### src/rtl/logic_e_cfg_serial.sv
// Configurable logic element: serially loaded shadow config, atomic commit to the
// active config, and a selectable combinational or registered output.
module logic_e_cfg_serial #(
  parameter int N_INPUTS = 35,
  parameter int SEL_W    = 6,
  parameter int CFG_W    = 2*SEL_W+4
) (
  input  logic                clk,
  input  logic                rst,
  input  logic                cfg_valid,
  input  logic                cfg_bit,
  output logic                cfg_ready,
  output logic                cfg_full,
  input  logic                cfg_commit,
  output logic                cfg_err,
  input  logic [N_INPUTS-1:0] all_inputs,
  output logic                le_out
);

  localparam int CNT_W = $clog2(CFG_W+1);

  typedef enum logic {S_LOAD, S_FULL} state_t;

  state_t            r_state, w_state_nxt;
  logic [CFG_W-1:0]  r_shadow;
  logic [CFG_W-1:0]  r_active;
  logic [CNT_W-1:0]  r_cnt;
  logic              r_err;
  logic              r_le_q;
  logic              w_accept;
  logic              w_commit_ok;
  logic              w_commit_bad;
  logic              w_a;
  logic              w_b;
  logic              w_le_comb;

  // Selects beyond the bus width read as 0, so le_out never goes X.
  function automatic logic sel_operand(input logic [N_INPUTS-1:0] bus,
                                       input logic [SEL_W-1:0]    sel);
    logic v;
    v = 1'b0;
    for (int i = 0; i < N_INPUTS; i++)
      if (sel == SEL_W'(i)) v = bus[i];
    return v;
  endfunction

  function automatic logic le_func(input logic [2:0] func, input logic a, input logic b);
    logic y;
    case (func)
      3'd0:    y = a & b;
      3'd1:    y = a | b;
      3'd2:    y = ~a;
      3'd3:    y = a ^ b;
      3'd4:    y = ~(a ^ b);
      3'd5:    y = ~(a & b);
      3'd6:    y = ~(a | b);
      default: y = a;
    endcase
    return y;
  endfunction

  always_comb begin
    w_state_nxt  = r_state;
    w_accept     = 1'b0;
    w_commit_ok  = 1'b0;
    w_commit_bad = 1'b0;
    cfg_ready    = 1'b0;
    cfg_full     = 1'b0;
    case (r_state)
      S_LOAD: begin
        cfg_ready    = 1'b1;
        w_accept     = cfg_valid;
        w_commit_bad = cfg_commit;
        if (cfg_valid && (r_cnt == CNT_W'(CFG_W-1))) w_state_nxt = S_FULL;
      end
      S_FULL: begin
        cfg_full = 1'b1;
        if (cfg_commit) begin
          w_commit_ok = 1'b1;
          w_state_nxt = S_LOAD;
        end
      end
      default: w_state_nxt = S_LOAD;
    endcase
  end

  always_ff @(posedge clk) begin
    if (rst) begin
      r_state  <= S_LOAD;
      r_shadow <= '0;
      r_active <= '0;
      r_cnt    <= '0;
      r_err    <= 1'b0;
    end else begin
      r_state <= w_state_nxt;
      if (w_accept) begin
        r_shadow <= {r_shadow[CFG_W-2:0], cfg_bit};
        r_cnt    <= r_cnt + 1'b1;
      end
      if (w_commit_ok) begin
        r_active <= r_shadow;
        r_shadow <= '0;
        r_cnt    <= '0;
      end
      if (w_commit_bad) r_err <= 1'b1;
    end
  end

  assign w_a       = sel_operand(all_inputs, r_active[SEL_W-1:0]);
  assign w_b       = sel_operand(all_inputs, r_active[2*SEL_W-1:SEL_W]);
  assign w_le_comb = le_func(r_active[CFG_W-2:CFG_W-4], w_a, w_b);

  // Output register stage: always tracks le_comb, reg_en only picks the source.
  always_ff @(posedge clk) begin
    if (rst) r_le_q <= 1'b0;
    else     r_le_q <= w_le_comb;
  end

  assign le_out  = r_active[CFG_W-1] ? r_le_q : w_le_comb;
  assign cfg_err = r_err;

endmodule

### config.mk
export PLATFORM = sky130hd
export DESIGN_NAME = logic_e_cfg_serial
export DESIGN_NICKNAME = d
export VERILOG_FILES = /design/src/rtl/logic_e_cfg_serial.sv
export SDC_FILE = /design/constraint.sdc
export NUM_CORES = 1
export LEC_CHECK = 0
export BUFFER_PORTS_ARGS = -buffer_cell sky130_fd_sc_hd__buf_2
export CAP_MARGIN = 20
export CORE_MARGIN = 1
export CORE_UTILIZATION = 40
export DETAILED_ROUTE_END_ITERATION = 7
export GPL_TIMING_DRIVEN = 1
export REMOVE_ABC_BUFFERS = 1
export SLEW_MARGIN = 20
export SYNTH_ARGS = -nofsm -noshare
export SYNTH_HDL_FRONTEND = slang
export SYNTH_SLANG_ARGS = --single-unit
### constraint.sdc
create_clock -name clk -period 9.8 [get_ports clk]
set_clock_uncertainty 0.2 [all_clocks]
set_input_delay 1.96 -clock clk [delete_from_list [all_inputs] [get_ports clk]]
set_output_delay 1.96 -clock clk [all_outputs]
set_load 0.01 [all_outputs]
## Word-level counts from Yosys, hierarchy flattened

Index checks and enable logic that the tools add are counted.

| cells by class | value |
|---|---|
| bitwise logic cells | 8 |
| muxes and demuxes | 81 |
| reduce and logical (&&, ||, !) cells | 5 |
| equal/unequal tests | 75 |
| add/sub/neg operators | 1 |

Operators by type and width:

| operator | number |
|---|---|
| equality test 6 x 5 -> 1 bit, second input constant | 32 |
| equality test 6 x 4 -> 1 bit, second input constant | 16 |
| 2-to-1 mux 1 bit | 79 |
| equality test 6 x 3 -> 1 bit, second input constant | 8 |
| equality test 6 bit, second input constant | 6 |
| equality test 6 x 2 -> 1 bit, second input constant | 4 |
| equality test 6 x 1 -> 1 bit, second input constant | 2 |
| logical NOT 6 bit | 2 |
| equality test 3 bit, second input constant | 3 |
| case mux 1 bit (7 select lines) | 1 |
| equality test 3 x 2 -> 1 bit, second input constant | 2 |
| adder 5 x 1 -> 5 bit, second input constant | 1 |
| equality test 5 x 4 -> 1 bit, second input constant | 1 |
| inverter 1 bit | 5 |
| equality test 3 x 1 -> 1 bit, second input constant | 1 |
| logical NOT 3 bit | 1 |
| case mux 1 bit (2 select lines) | 1 |
| OR reduction 2 bit | 1 |
| AND 1 bit | 1 |
| logical AND 1 bit | 1 |
| OR 1 bit | 1 |
| bitwise XOR 1 bit | 1 |

| word-level totals | value |
|---|---|
| input port bits | 40 |
| register bits | 40 |
| word-level logic and storage cells | 176 |

## Depth between registers and ports, before layout

| depth | value |
|---|---|
| depth after elaboration | 40 |
| gate-level depth with buffers | 18 |
| depth with buffers taken out | 15 |

## Least setup slack after synthesis

OpenSTA, ideal clock, no wires.

| timing path | value |
|---|---|
| kind | input to output |
| start | input all_inputs[6] |
| end | output le_out |
| arrival | 4.503 ns |
| buffers on the path | 0 |
| setup slack | 3.137 ns |
| stages on the path | 14 |
| data required time | 7.640 ns |
| cells stage by stage | mux2_4 > o31a_1 > a31o_1 > a2111o_1 > nand2_1 > inv_1 > ha_1 > nand2_1 > o21ai_0 > a221oi_1 > a21oi_1 > nand3_1 > o211ai_1 > o31ai_1 |

| between the ends | value |
|---|---|
| word-level cells in the longest chain between the ends | 33 |
| elaborated cells on any way between the ends | 67 |
| those cells by class | 60 x mux; 7 x bitwise |

Ends and longest elaborated chain:

| what | line | text |
|---|---|---|
| start, declared | 16 | `input logic [N_INPUTS-1:0] all_inputs,` |
| 2-to-1 mux 1 bit (29 in a row) | 43 | `if (sel == SEL_W'(i)) v = bus[i];` |
| OR 1 bit (tied with other cells) | 51, 56 |  |
| inverter 1 bit, on equally long branches | 56, 54, 55 |  |
| case mux 1 bit (7 select lines) * | 49 | `case (func)` |
| 2-to-1 mux 1 bit * | 119 | `assign le_out = r_active[CFG_W-1] ? r_le_q : w_le_comb;` |
| end, declared | 17 | `output logic le_out` |

Every way passes the cells marked *; elsewhere a longest branch is shown, timed or not.

## Worst setup path in the final report

| timing path | value |
|---|---|
| start | input all_inputs[7] |
| end | output le_out |

| between the ends | value |
|---|---|
| word-level cells in the longest chain between the ends | 32 |
| elaborated cells on any way between the ends | 65 |
| those cells by class | 58 x mux; 7 x bitwise |

Ends and longest elaborated chain:

| what | line |
|---|---|
| 2-to-1 mux 1 bit (28 in a row) | 43 |
| OR 1 bit (tied with other cells) | 51, 56 |
| inverter 1 bit, on equally long branches | 56, 54, 55 |
| case mux 1 bit (7 select lines) * | 49 |
| 2-to-1 mux 1 bit * | 119 |

Marks and branches as above.

==> results.cfg <==
[run_status]
status = finished with violations
violations = design-rule violations

[timing]
final.setup.tns_ps = 0
fin_crit_ps = 7050
hold_violations = 0
finalWorstSetupSlack_ps = 2750
max_freq_mhz = 142
finalSetupViolCount = 0
worst_pin_slew_ps = 1000
slew_violations = 0
slew_headroom_pct = 33.2
post-route-period-util_pct = 71.9
rsz0062_at_grt = no

[clock_network]
postCtsSetupRepairBufs = 0
clkTransAtPathRegs_ps = 70
cts-root-buf = clkbuf_8
clk_latency_ps = 290
clock_sinks = 40
cts_tree = built
htreeDepth = 2
cts_resized = 0
cts_buffer_depth = 2
cts_hold_buffers = 0
cts_buffers = 5

[synthesis]
synth_common_cells = nand2_1, a21oi_1, dfxtp_1
ys.flop_type = dfxtp_1
ys_ff_latch = 40
synth_most_common_cell = nand2_1
synth_top_area_share_pct = 29.7
synth.yosys.seq_area_share_pct = 29.7
synth_edf_count = 0
synth_cell_types = 58
postSynthAreaPerCell_sq_um = 7.39
netlist_area_sq_um = 2700
async_reset_ff_share_pct = 0
synthesis.instances = 365
yosysTopAreaCell = dfxtp_1
synthTopCellsByArea = dfxtp_1, nand2_1, a21oi_1, mux2i_1, o21ai_0
yosys_warnings = 0

[global_route]
grtUsageTotal_pct = 19.5
antenna_found_initial = 0
grt_pass1_vias = 2316
use_met2_pct = 33.9
met1_usage_pct = 24.6
use_met3_pct = 3.36
grt_max_degree = 28
grt_pass1_wl_um = 11100
grt-ovfl-total = 0
grt.busiest_layer = met2

[place]
dp_slack_ps = 2770
numPortBuffers = 43
globalplace.congestion = 0.855
dp.cells = 459
hpwl_um = 4900

[floorplanning]
start_util_pct = 42.0
rows = 29
core_area_sq_um = 6420
boundaryPins = 44
die_y_um = 84.1
die_area_sq_um = 7080
chipWidth_um = 84.1

[critical_path]
cp_max_fo = 3
cp.required_ps = 7640
rrSetupSlack_ps = 5820
cp_cell_sequence = buf_2 -> mux4_2 -> mux4_2 -> a31oi_1 -> o31ai_1 -> ha_1 -> nand2_1 -> o21ai_0 -> a221oi_1 -> a21oi_1 -> nand3_1 -> o211ai_1 -> o31ai_1 -> buf_2
slowest_delay_ps = 490
cp.arrival_ps = 4890
critPathKind = input pin to primary output
slowest_stage = mux4_2
worstSetupEndpointType = primary output
cp-start-kind = input pin

[detailed_routing]
via_count = 2576
wirelength_um = 6680
drtIter0Drc = 153
via_per_inst = 5.52
drc_errors = 10
ant_nets = 0
wl_per_cell_um = 14.3
drt_pre_antenna_iters = 7

[final_layout]
nNetsFinal = 433
diodes = 0
stdcell_count = 467
layout-drive-gt1-share_pct = 15.9
syn2layout_area_growth_pct = 9.32

[job]
max_cap_violations = 0

[power]
ir_drop_mv = 0.0776
p_leak_nw = 0.993
power.density_nw_per_um2 = 104

[worst_hold_path]
hold_path.class = register to register
-- through the flow --
| step | util [%] | hold WS (ps) | area [sq um] | power [mW] |
|---|---|---|---|---|
| floorplan | - | 226 | 2540 | 0.184 |
| CTS | 45.9 | 258 | 2950 | 0.311 |
| global placement | 44.5 | 245 | 2860 | 0.200 |
| detailed placement | 44.5 | 247 | 2860 | 0.200 |
| global route | 45.9 | 287 | 2950 | 0.320 |
| finish | 45.9 | 256 | 2950 | 0.305 |
-- power by group --
part	leakage, nW	internal [mW]	total (mW)	switching, mW
sequential	0.323	0.164	0.166	0.00134
combinational	0.624	0.0141	0.0306	0.0165
clock	0.0455	0.0573	0.109	0.0516
total	0.993	0.236	0.305	0.0695
-- path summary, 6_finish.rpt --
check	start	end	cells past startpoint
min	r_shadow[15]	r_active[15]	2
max	all_inputs[7]	le_out	14
max reg2reg	r_active[1]	r_le_q	15
min reg2reg	r_shadow[15]	r_active[15]	2
-- area by class of cell --
cell class | instances | area (sq um)
Tap cell | 77 | 96.3
Clock buffer | 8 | 90.1
Timing Repair Buffer | 44 | 223
Multi-Input combinational cell | 287 | 1700
Inverter | 11 | 41.3
Fill cell | 690 | 3470
Sequential cell | 40 | 801
-- kinds of logic after synthesis --
group / Yosys count / share of synthesized area [%]
simple gates: 157 / 27.2
mux: 18 / 8.77
flops: 40 / 29.7
xor+xnor: 3 / 0.974
fa+ha+maj: 4 / 1.86
compound gates: 105 / 24.1
buf+inv: 38 / 7.37
-- layer usage --
layer | wire (um) | share of wire (%)
met5 | 0 | 0
met4 | 104 | 1.6
met3 | 370 | 5.5
met2 | 3120 | 47
met1 | 3090 | 46
-- state kept, by name, indices dropped and copies added (netlist names) --
signal,flops
r_cnt,5
r_shadow,16
r_state,1
r_le_q,1
r_active,16
cfg_err,1
-- cell usage in the layout, fill, tap and decap left out, types with 3 or more instances in the layout --
| cell | instances |
|---|---|
| ha_1 | 4 |
| nand3_1 | 6 |
| a21oi_1 | 45 |
| o211ai_1 | 5 |
| o21ai_0 | 18 |
| dfxtp_1 | 40 |
| o22ai_1 | 4 |
| buf_2 | 43 |
| nor2b_1 | 8 |
| a32oi_1 | 3 |
| nor3_1 | 8 |
| inv_1 | 11 |
| clkbuf_8 | 6 |
| nand2b_1 | 13 |
| o31ai_1 | 4 |
| nand2_1 | 86 |
| nand3b_1 | 3 |
| mux4_2 | 4 |
| nor2_1 | 17 |
| and2_1 | 3 |
| mux2i_1 | 12 |
-- critical path, delay by kind of cell --
kind / cells / cell delay, ps
adder cells (fa/ha/maj): 1 / 290
AND/OR/NAND/NOR: 2 / 170
AO/OA/AOI/OAI: 7 / 1240
buffers and inverters: 2 / 280
multiplexers: 2 / 960
Note: power is estimated with default switching activity, not from simulation.
